--- src/rtl/iosys_pkg.sv ---
// Shared definitions for the iosys memory-port arbiter.
//   state_t          : arbiter FSM states
//   M_FLASH/CPU/DMA  : requester ids as reported on grant_id
//   RV_AW / RV_DW    : address and data widths of the softcore memory port
package iosys_pkg;

    typedef enum logic [1:0] {
        IDLE = 2'd0,
        BUSY = 2'd1,
        DONE = 2'd2
    } state_t;

    localparam logic [1:0] M_FLASH = 2'd0;
    localparam logic [1:0] M_CPU   = 2'd1;
    localparam logic [1:0] M_DMA   = 2'd2;

    localparam int NUM_M = 3;
    localparam int RV_AW = 23;
    localparam int RV_DW = 32;

endpackage

--- src/rtl/iomem_arbiter_if.sv ---
// Valid/ready memory bus used on both sides of the arbiter.
//   master modport : drives valid/addr/wdata/wstrb, receives ready/rdata
//   slave  modport : receives a request, returns ready/rdata
// wstrb == 0 marks a read; ready is a single-cycle completion pulse.
interface iomem_arbiter_if;
    import iosys_pkg::*;

    logic             valid;
    logic [RV_AW-1:0] addr;
    logic [RV_DW-1:0] wdata;
    logic [3:0]       wstrb;
    logic             ready;
    logic [RV_DW-1:0] rdata;

    modport master (output valid, addr, wdata, wstrb, input  ready, rdata);
    modport slave  (input  valid, addr, wdata, wstrb, output ready, rdata);

endinterface

--- src/rtl/iomem_rr_pick.sv ---
// Combinational winner selection for the arbiter.
//   valid[2:0] : per-requester request lines
//   rr_ptr     : which of M_CPU / M_DMA is preferred when both request
//   winner     : selected requester id (M_FLASH when nothing requests)
//   any        : at least one request present
// The flash loader always wins; CPU and DMA share the rest round-robin.
module iomem_rr_pick
    import iosys_pkg::*;
(
    input  logic [NUM_M-1:0] valid,
    input  logic [1:0]       rr_ptr,
    output logic [1:0]       winner,
    output logic             any
);

    always_comb begin
        winner = M_FLASH;
        if (valid[M_FLASH]) begin
            winner = M_FLASH;
        end else if (valid[M_CPU] && valid[M_DMA]) begin
            winner = (rr_ptr == M_DMA) ? M_DMA : M_CPU;
        end else if (valid[M_CPU]) begin
            winner = M_CPU;
        end else if (valid[M_DMA]) begin
            winner = M_DMA;
        end
    end

    assign any = |valid;

endmodule

--- src/rtl/iomem_arbiter.sv ---
// Shares the single softcore memory port among three requesters
// (m0 flash loader, m1 RV32 core, m2 ROM/savestate DMA), one transaction
// at a time, with a watchdog that aborts a stalled slave.
//   clk, reset   : clock, asynchronous active-high reset
//   m0, m1, m2   : requester buses (slave modport)
//   s            : SDRAM/BSRAM port (master modport), request registered
//   grant_id     : owner of the current/last transaction
//   timeout_err  : sticky, set when a transaction was aborted
module iomem_arbiter
    import iosys_pkg::*;
#(
    parameter int               TIMEOUT   = 1024,
    parameter logic [RV_DW-1:0] ERR_RDATA = 32'hFFFF_FFFF
) (
    input  logic              clk,
    input  logic              reset,
    iomem_arbiter_if.slave    m0,
    iomem_arbiter_if.slave    m1,
    iomem_arbiter_if.slave    m2,
    iomem_arbiter_if.master   s,
    output logic [1:0]        grant_id,
    output logic              timeout_err
);

    // One spare bit so the counter can never wrap while in BUSY.
    localparam int WD_W = $clog2(TIMEOUT) + 1;

    logic [NUM_M-1:0] req_valid;
    logic [RV_AW-1:0] req_addr  [NUM_M];
    logic [RV_DW-1:0] req_wdata [NUM_M];
    logic [3:0]       req_wstrb [NUM_M];

    assign req_valid    = {m2.valid, m1.valid, m0.valid};
    assign req_addr[0]  = m0.addr;
    assign req_addr[1]  = m1.addr;
    assign req_addr[2]  = m2.addr;
    assign req_wdata[0] = m0.wdata;
    assign req_wdata[1] = m1.wdata;
    assign req_wdata[2] = m2.wdata;
    assign req_wstrb[0] = m0.wstrb;
    assign req_wstrb[1] = m1.wstrb;
    assign req_wstrb[2] = m2.wstrb;

    state_t           state_q;
    logic [1:0]       rr_ptr_q;
    logic [1:0]       grant_q;
    logic [WD_W-1:0]  wdog_q;
    logic             s_valid_q;
    logic [RV_AW-1:0] s_addr_q;
    logic [RV_DW-1:0] s_wdata_q;
    logic [3:0]       s_wstrb_q;
    logic             timeout_err_q;
    logic [NUM_M-1:0] ready_q;

    logic [1:0] winner;
    logic       any_req;

    iomem_rr_pick u_pick (
        .valid  (req_valid),
        .rr_ptr (rr_ptr_q),
        .winner (winner),
        .any    (any_req)
    );

    logic wdog_expired;
    logic busy_end;
    logic [RV_DW-1:0] end_data;

    assign wdog_expired = (wdog_q == WD_W'(TIMEOUT - 1));
    // A slave response in the final watchdog cycle still counts as success.
    assign busy_end     = (state_q == BUSY) && (s.ready || wdog_expired);
    assign end_data     = s.ready ? s.rdata : ERR_RDATA;

    always_ff @(posedge clk or posedge reset) begin
        if (reset) begin
            state_q       <= IDLE;
            rr_ptr_q      <= M_CPU;
            grant_q       <= M_FLASH;
            wdog_q        <= '0;
            s_valid_q     <= 1'b0;
            s_addr_q      <= '0;
            s_wdata_q     <= '0;
            s_wstrb_q     <= '0;
            timeout_err_q <= 1'b0;
            ready_q       <= '0;
        end else begin
            ready_q <= '0;
            case (state_q)
                IDLE: begin
                    if (any_req) begin
                        s_addr_q  <= req_addr[winner];
                        s_wdata_q <= req_wdata[winner];
                        s_wstrb_q <= req_wstrb[winner];
                        s_valid_q <= 1'b1;
                        grant_q   <= winner;
                        wdog_q    <= '0;
                        state_q   <= BUSY;
                        if (winner == M_CPU) begin
                            rr_ptr_q <= M_DMA;
                        end else if (winner == M_DMA) begin
                            rr_ptr_q <= M_CPU;
                        end
                    end
                end
                BUSY: begin
                    wdog_q <= wdog_q + WD_W'(1);
                    if (busy_end) begin
                        s_valid_q        <= 1'b0;
                        ready_q[grant_q] <= 1'b1;
                        state_q          <= DONE;
                        if (!s.ready) begin
                            timeout_err_q <= 1'b1;
                        end
                    end
                end
                DONE: begin
                    state_q <= IDLE;
                end
                default: begin
                    state_q <= IDLE;
                end
            endcase
        end
    end

    // Per-requester read data: only the owner's register is updated, so
    // every other requester keeps its last returned word.
    for (genvar gi = 0; gi < NUM_M; gi++) begin : g_rd
        logic [RV_DW-1:0] rdata_q;
        always_ff @(posedge clk or posedge reset) begin
            if (reset) begin
                rdata_q <= '0;
            end else if (busy_end && (grant_q == 2'(gi))) begin
                rdata_q <= end_data;
            end
        end
    end

    assign m0.ready = ready_q[0];
    assign m1.ready = ready_q[1];
    assign m2.ready = ready_q[2];
    assign m0.rdata = g_rd[0].rdata_q;
    assign m1.rdata = g_rd[1].rdata_q;
    assign m2.rdata = g_rd[2].rdata_q;

    assign s.valid     = s_valid_q;
    assign s.addr      = s_addr_q;
    assign s.wdata     = s_wdata_q;
    assign s.wstrb     = s_wstrb_q;
    assign grant_id    = grant_q;
    assign timeout_err = timeout_err_q;

endmodule
--- src/flat_wrapper.sv ---
// flat-port wrapper written by rule: the top's interface ports become plain ports
module iomem_arbiter_flat import iosys_pkg::*;
#(
    parameter int               TIMEOUT   = 1024,
    parameter logic [RV_DW-1:0] ERR_RDATA = 32'hFFFF_FFFF
)
  (clk, reset, grant_id, timeout_err, m0_valid, m0_addr, m0_wdata, m0_wstrb, m0_ready, m0_rdata, m1_valid, m1_addr, m1_wdata, m1_wstrb, m1_ready, m1_rdata, m2_valid, m2_addr, m2_wdata, m2_wstrb, m2_ready, m2_rdata, s_valid, s_addr, s_wdata, s_wstrb, s_ready, s_rdata);
  iomem_arbiter_if m0_i ();
  iomem_arbiter_if m1_i ();
  iomem_arbiter_if m2_i ();
  iomem_arbiter_if s_i ();
  input  logic clk;
  input  logic reset;
  output logic [1:0] grant_id;
  output logic timeout_err;
  input wire logic [$bits(m0_i.valid)-1:0] m0_valid;
  input wire logic [$bits(m0_i.addr)-1:0] m0_addr;
  input wire logic [$bits(m0_i.wdata)-1:0] m0_wdata;
  input wire logic [$bits(m0_i.wstrb)-1:0] m0_wstrb;
  output wire logic [$bits(m0_i.ready)-1:0] m0_ready;
  output wire logic [$bits(m0_i.rdata)-1:0] m0_rdata;
  input wire logic [$bits(m1_i.valid)-1:0] m1_valid;
  input wire logic [$bits(m1_i.addr)-1:0] m1_addr;
  input wire logic [$bits(m1_i.wdata)-1:0] m1_wdata;
  input wire logic [$bits(m1_i.wstrb)-1:0] m1_wstrb;
  output wire logic [$bits(m1_i.ready)-1:0] m1_ready;
  output wire logic [$bits(m1_i.rdata)-1:0] m1_rdata;
  input wire logic [$bits(m2_i.valid)-1:0] m2_valid;
  input wire logic [$bits(m2_i.addr)-1:0] m2_addr;
  input wire logic [$bits(m2_i.wdata)-1:0] m2_wdata;
  input wire logic [$bits(m2_i.wstrb)-1:0] m2_wstrb;
  output wire logic [$bits(m2_i.ready)-1:0] m2_ready;
  output wire logic [$bits(m2_i.rdata)-1:0] m2_rdata;
  output wire logic [$bits(s_i.valid)-1:0] s_valid;
  output wire logic [$bits(s_i.addr)-1:0] s_addr;
  output wire logic [$bits(s_i.wdata)-1:0] s_wdata;
  output wire logic [$bits(s_i.wstrb)-1:0] s_wstrb;
  input wire logic [$bits(s_i.ready)-1:0] s_ready;
  input wire logic [$bits(s_i.rdata)-1:0] s_rdata;
  assign m0_i.valid = m0_valid;
  assign m0_i.addr = m0_addr;
  assign m0_i.wdata = m0_wdata;
  assign m0_i.wstrb = m0_wstrb;
  assign m0_ready = m0_i.ready;
  assign m0_rdata = m0_i.rdata;
  assign m1_i.valid = m1_valid;
  assign m1_i.addr = m1_addr;
  assign m1_i.wdata = m1_wdata;
  assign m1_i.wstrb = m1_wstrb;
  assign m1_ready = m1_i.ready;
  assign m1_rdata = m1_i.rdata;
  assign m2_i.valid = m2_valid;
  assign m2_i.addr = m2_addr;
  assign m2_i.wdata = m2_wdata;
  assign m2_i.wstrb = m2_wstrb;
  assign m2_ready = m2_i.ready;
  assign m2_rdata = m2_i.rdata;
  assign s_valid = s_i.valid;
  assign s_addr = s_i.addr;
  assign s_wdata = s_i.wdata;
  assign s_wstrb = s_i.wstrb;
  assign s_i.ready = s_ready;
  assign s_i.rdata = s_rdata;
  iomem_arbiter #(.TIMEOUT(TIMEOUT), .ERR_RDATA(ERR_RDATA)) u_core (.clk(clk), .reset(reset), .m0(m0_i), .m1(m1_i), .m2(m2_i), .s(s_i), .grant_id(grant_id), .timeout_err(timeout_err));
endmodule
--- config.mk ---
export PLATFORM = sky130hd
export DESIGN_NAME = iomem_arbiter_flat
export DESIGN_NICKNAME = d
export VERILOG_FILES = /design/src/rtl/iosys_pkg.sv /design/src/rtl/iomem_arbiter_if.sv /design/src/rtl/iomem_rr_pick.sv /design/src/rtl/iomem_arbiter.sv /design/src/flat_wrapper.sv
export SDC_FILE = /design/constraint.sdc
export NUM_CORES = 1
export LEC_CHECK = 0
export BUFFER_PORTS_ARGS = -buffer_cell sky130_fd_sc_hd__buf_2
export CORE_MARGIN = 1
export CORE_UTILIZATION = 30
export CTS_BUF_LIST = sky130_fd_sc_hd__clkbuf_4
export DETAILED_ROUTE_END_ITERATION = 12
export GPL_TIMING_DRIVEN = 0
export PLACE_DENSITY = 0.66
export SKIP_CTS_REPAIR_TIMING = 1
export SLEW_MARGIN = 5
export SYNTH_ARGS = -nofsm -noshare
export SYNTH_HDL_FRONTEND = slang
export SYNTH_SLANG_ARGS = --single-unit
--- constraint.sdc ---
create_clock -name clk -period 6.2 [get_ports clk]
set_clock_uncertainty 0.15 [all_clocks]
set_input_delay 0.62 -clock clk [delete_from_list [all_inputs] [get_ports clk]]
set_output_delay 0.62 -clock clk [all_outputs]
set_load 0.005 [all_outputs]
==> reports/metrics.csv <==
stage;metric;value;unit
pwr;power.density;434;mW/mm²
timing;maxSlewViolCount;0;
global_routing;grt_max_degree;122;
pwr;power_switching;1.76;mW
run_status;outcome;finished clean;
die;start_util;30.8;%
die;io-pin-count;377;
pwr;p_comb_share;39.9;%
logic_synthesis;ys_seq_elements;177;
worst_hold_path;hold_class;in -> reg;
detailed_routing;drt-wirelength-per-cell;18.3;µm
pwr;clockPowerShare;16.1;%
final_layout;final_cell_mix;buf_2 (385), dfrtp_1 (176), nand2_1 (127), o21ai_0 (123), o22a_1 (93);
timing;setup_viol;0;
die;core;0.0254;mm²
final_layout;synthToLayoutAreaGrowth;33.9;%
timing;worstMarginPinSlew;661;ps
pwr;swShare;38.6;%
clock_network;clock_path_buffers;2;
timing;rsz0062_at_grt;false;
clock_network;cts_tree;built;
detailed_routing;num_vias;7737;
logic_synthesis;synthArstFlopShare;100;%
detailed_routing;postRouteAntennaNets;0;
logic_synthesis;netlist_instances;777;
pwr;vdd_ir_drop_max;0.000185;V
detailed_routing;firstDrtPassIters;5;
logic_synthesis;synth_fp_nets;994;
timing;fmax;363;MHz
final_layout;post-route-util;41.2;%
final_layout;fillCellCount;2589;
clock_network;cts_made_buffers;17;
global_routing;grt_pass1_vias;7531;
clock_network;clock_latency;590;ps
logic_synthesis;ys_seq_area_share;56.7;%
final_layout;fin_nets;1389;
worst_setup_path;rrSetupSlack;3440;ps
logic_synthesis;synthFlopType;dfrtp_1;
place;globalplace.congestion;0.898;
clock_network;cts_max_level;4;
die;dieHeight;163;µm
global_routing;grt_overflow;0;
detailed_routing;routed_via_density;5.10;
logic_synthesis;ys_warn_count;0;
detailed_routing;routed_wirelength;27.8;mm
logic_synthesis;synth.cell_area;0.00782;mm²
pwr;leakage;4.87;nW
worst_setup_path;cp_max_fo;10;
clock_network;root_buffer;clkbuf_4;
place;dp.final_hpwl;21.3;mm
place;port_buffers;374;
final_layout;multi_input_area;0.00304;mm²
detailed_routing;drc;0;
job;drv_cap;0;
die;die_area;0.0267;mm²
timing;min_period;2760;ps
timing;hold_viol;0;
worst_setup_path;worstPathRequired;6560;ps
clock_network;cts.clk_slew.worst_paths;200;ps
timing;maxSlewHeadroom;55.9;%
final_layout;regArea;0.00443;mm²
logic_synthesis;synth_edf_count;0;
global_routing;grt_pass1_wl;41.8;mm
logic_synthesis;avgSynthCellArea;10.1;µm²
place;place_ws;3090;ps
clock_network;cts_sinks;177;
logic_synthesis;yosysUniqueCellTypes;39;
die;dieWidth;163;µm
worst_setup_path;startpoint_type;flop;
detailed_routing;drtIter0Drc;537;
timing;fin_ws;3440;ps
worst_setup_path;end_kind;flop;
worst_setup_path;worstPathArrival;3110;ps
final_layout;stdcell_count;1516;
die;rows;58;
global_routing;grt.total_usage;20.5;%
final_layout;drive_gt1_share;36.9;%
pwr;p_int;2.79;mW
place;dp_cells;1482;
global_routing;grt_antenna_before_repair;2;
timing;timing.final.crit_share;44.5;%
worst_setup_path;critPathKind;reg -> reg;
pwr;seqPwrFrac;44.0;%
final_layout;final_common_cell;buf_2;
timing;tns;0;ps
[worst max-delay path, cell delays in order, from the launching register on]
cell	delay, ps
dfstp_2	420
nand3b_1	350
nand3b_1	400
clkbuf_1	430
inv_1	90
ha_1	300
nor2_1	170
mux2_2	360
[cells by family (layout without fill, tap and decap cells)]
logic type                 after synthesis  after routing  share of synthesized area (%)
AOI/OAI and AO/OA                      353            353                           28.9
adders and majority gates                2              2                          0.320
buffers and inverters                   81            489                           4.50
DFF                                    177            177                           56.7
muxes                                    3              3                          0.400
other                                    0              1                              0
and+or+nand+nor                        161            161                           9.19
[stage by stage]
| stage | power, mW | instance area (µm²) | hold WS, ps |
|---|---|---|---|
| 3_3_place_gp | 3.81 | 10100 | 294 |
| 6_report | 4.55 | 10500 | 122 |
| 4_1_cts | 4.60 | 10500 | -171 |
| 5_1_grt | 4.89 | 10500 | 68.0 |
| 3_5_place_dp | 3.87 | 10100 | 302 |
| 2_1_floorplan | 2.92 | 7820 | 296 |
[Yosys cell counts (all sizes together), types with 5 or more instances]
library cell / instances / area [µm²]
a31oi: 59 / 369
buf: 21 / 126
o22a: 96 / 845
nand2: 127 / 477
o21ai: 124 / 621
a21oi: 61 / 305
clkbuf: 53 / 199
nor2: 5 / 18.8
dfrtp: 176 / 4400
nand3: 7 / 35.0
inv: 7 / 26.3
o211ai: 5 / 37.5
[registers in the layout (all words and copies together), names as in the netlist]
name	flops
u_core.rr_ptr_q	2
u_core.m0.rdata	32
u_core.wdog_q	11
u_core.s.valid	1
u_core.s.wdata	32
u_core.ready_q	3
u_core.s.wstrb	4
u_core.state_q	2
u_core.grant_id	2
u_core.m1.rdata	32
u_core.s.addr	23
u_core.timeout_err	1
u_core.m2.rdata	32
[routing by layer]
layer	GRT usage, %	up-vias	wire length [µm]
li1	-	3645	-
met1	25.2	3714	11400
met2	34.7	340	13500
met3	4.34	36	2020
met4	8.50	2	733
met5	0	-	14
[power groups by stage]
stage / logic, mW / registers (mW) / clock network, mW
final: 1.82 / 2.00 / 0.732
after CTS: 1.84 / 2.00 / 0.756
after floorplan: 0.875 / 2.04 / 0
after detailed placement: 1.84 / 2.03 / 0
after global routing: 2.03 / 2.06 / 0.795
after global placement: 1.80 / 2.01 / 0
[path summary, 6_finish.rpt]
| check | start | cells after the start | endpoint |
|---|---|---|---|
| setup / recovery | u_core.rr_ptr_q[0] | 7 | u_core.rr_ptr_q[1] |
| hold / removal | s_rdata[28] | 2 | u_core.m1.rdata[28] |
| setup reg to reg | u_core.rr_ptr_q[0] | 7 | u_core.rr_ptr_q[1] |
| hold reg to reg | u_core.timeout_err | 2 | u_core.timeout_err |
| max in group asynchronous | reset | 4 | u_core.s.valid |
| min in group asynchronous | reset | 3 | u_core.s.addr[10] |
[layout make-up]
class | instances | share of cell area (%)
multi-input combinational | 519 | 29.0
sequential | 177 | 42.3
tap | 330 | 3.94
clock buffer | 17 | 1.22
antenna | 1 | 0.0239
timing repair buffer | 376 | 18.2
clock inverter | 15 | 1.79
inverter | 7 | 0.323
buffer | 74 | 3.11
(Power assumes the default switching activity.)
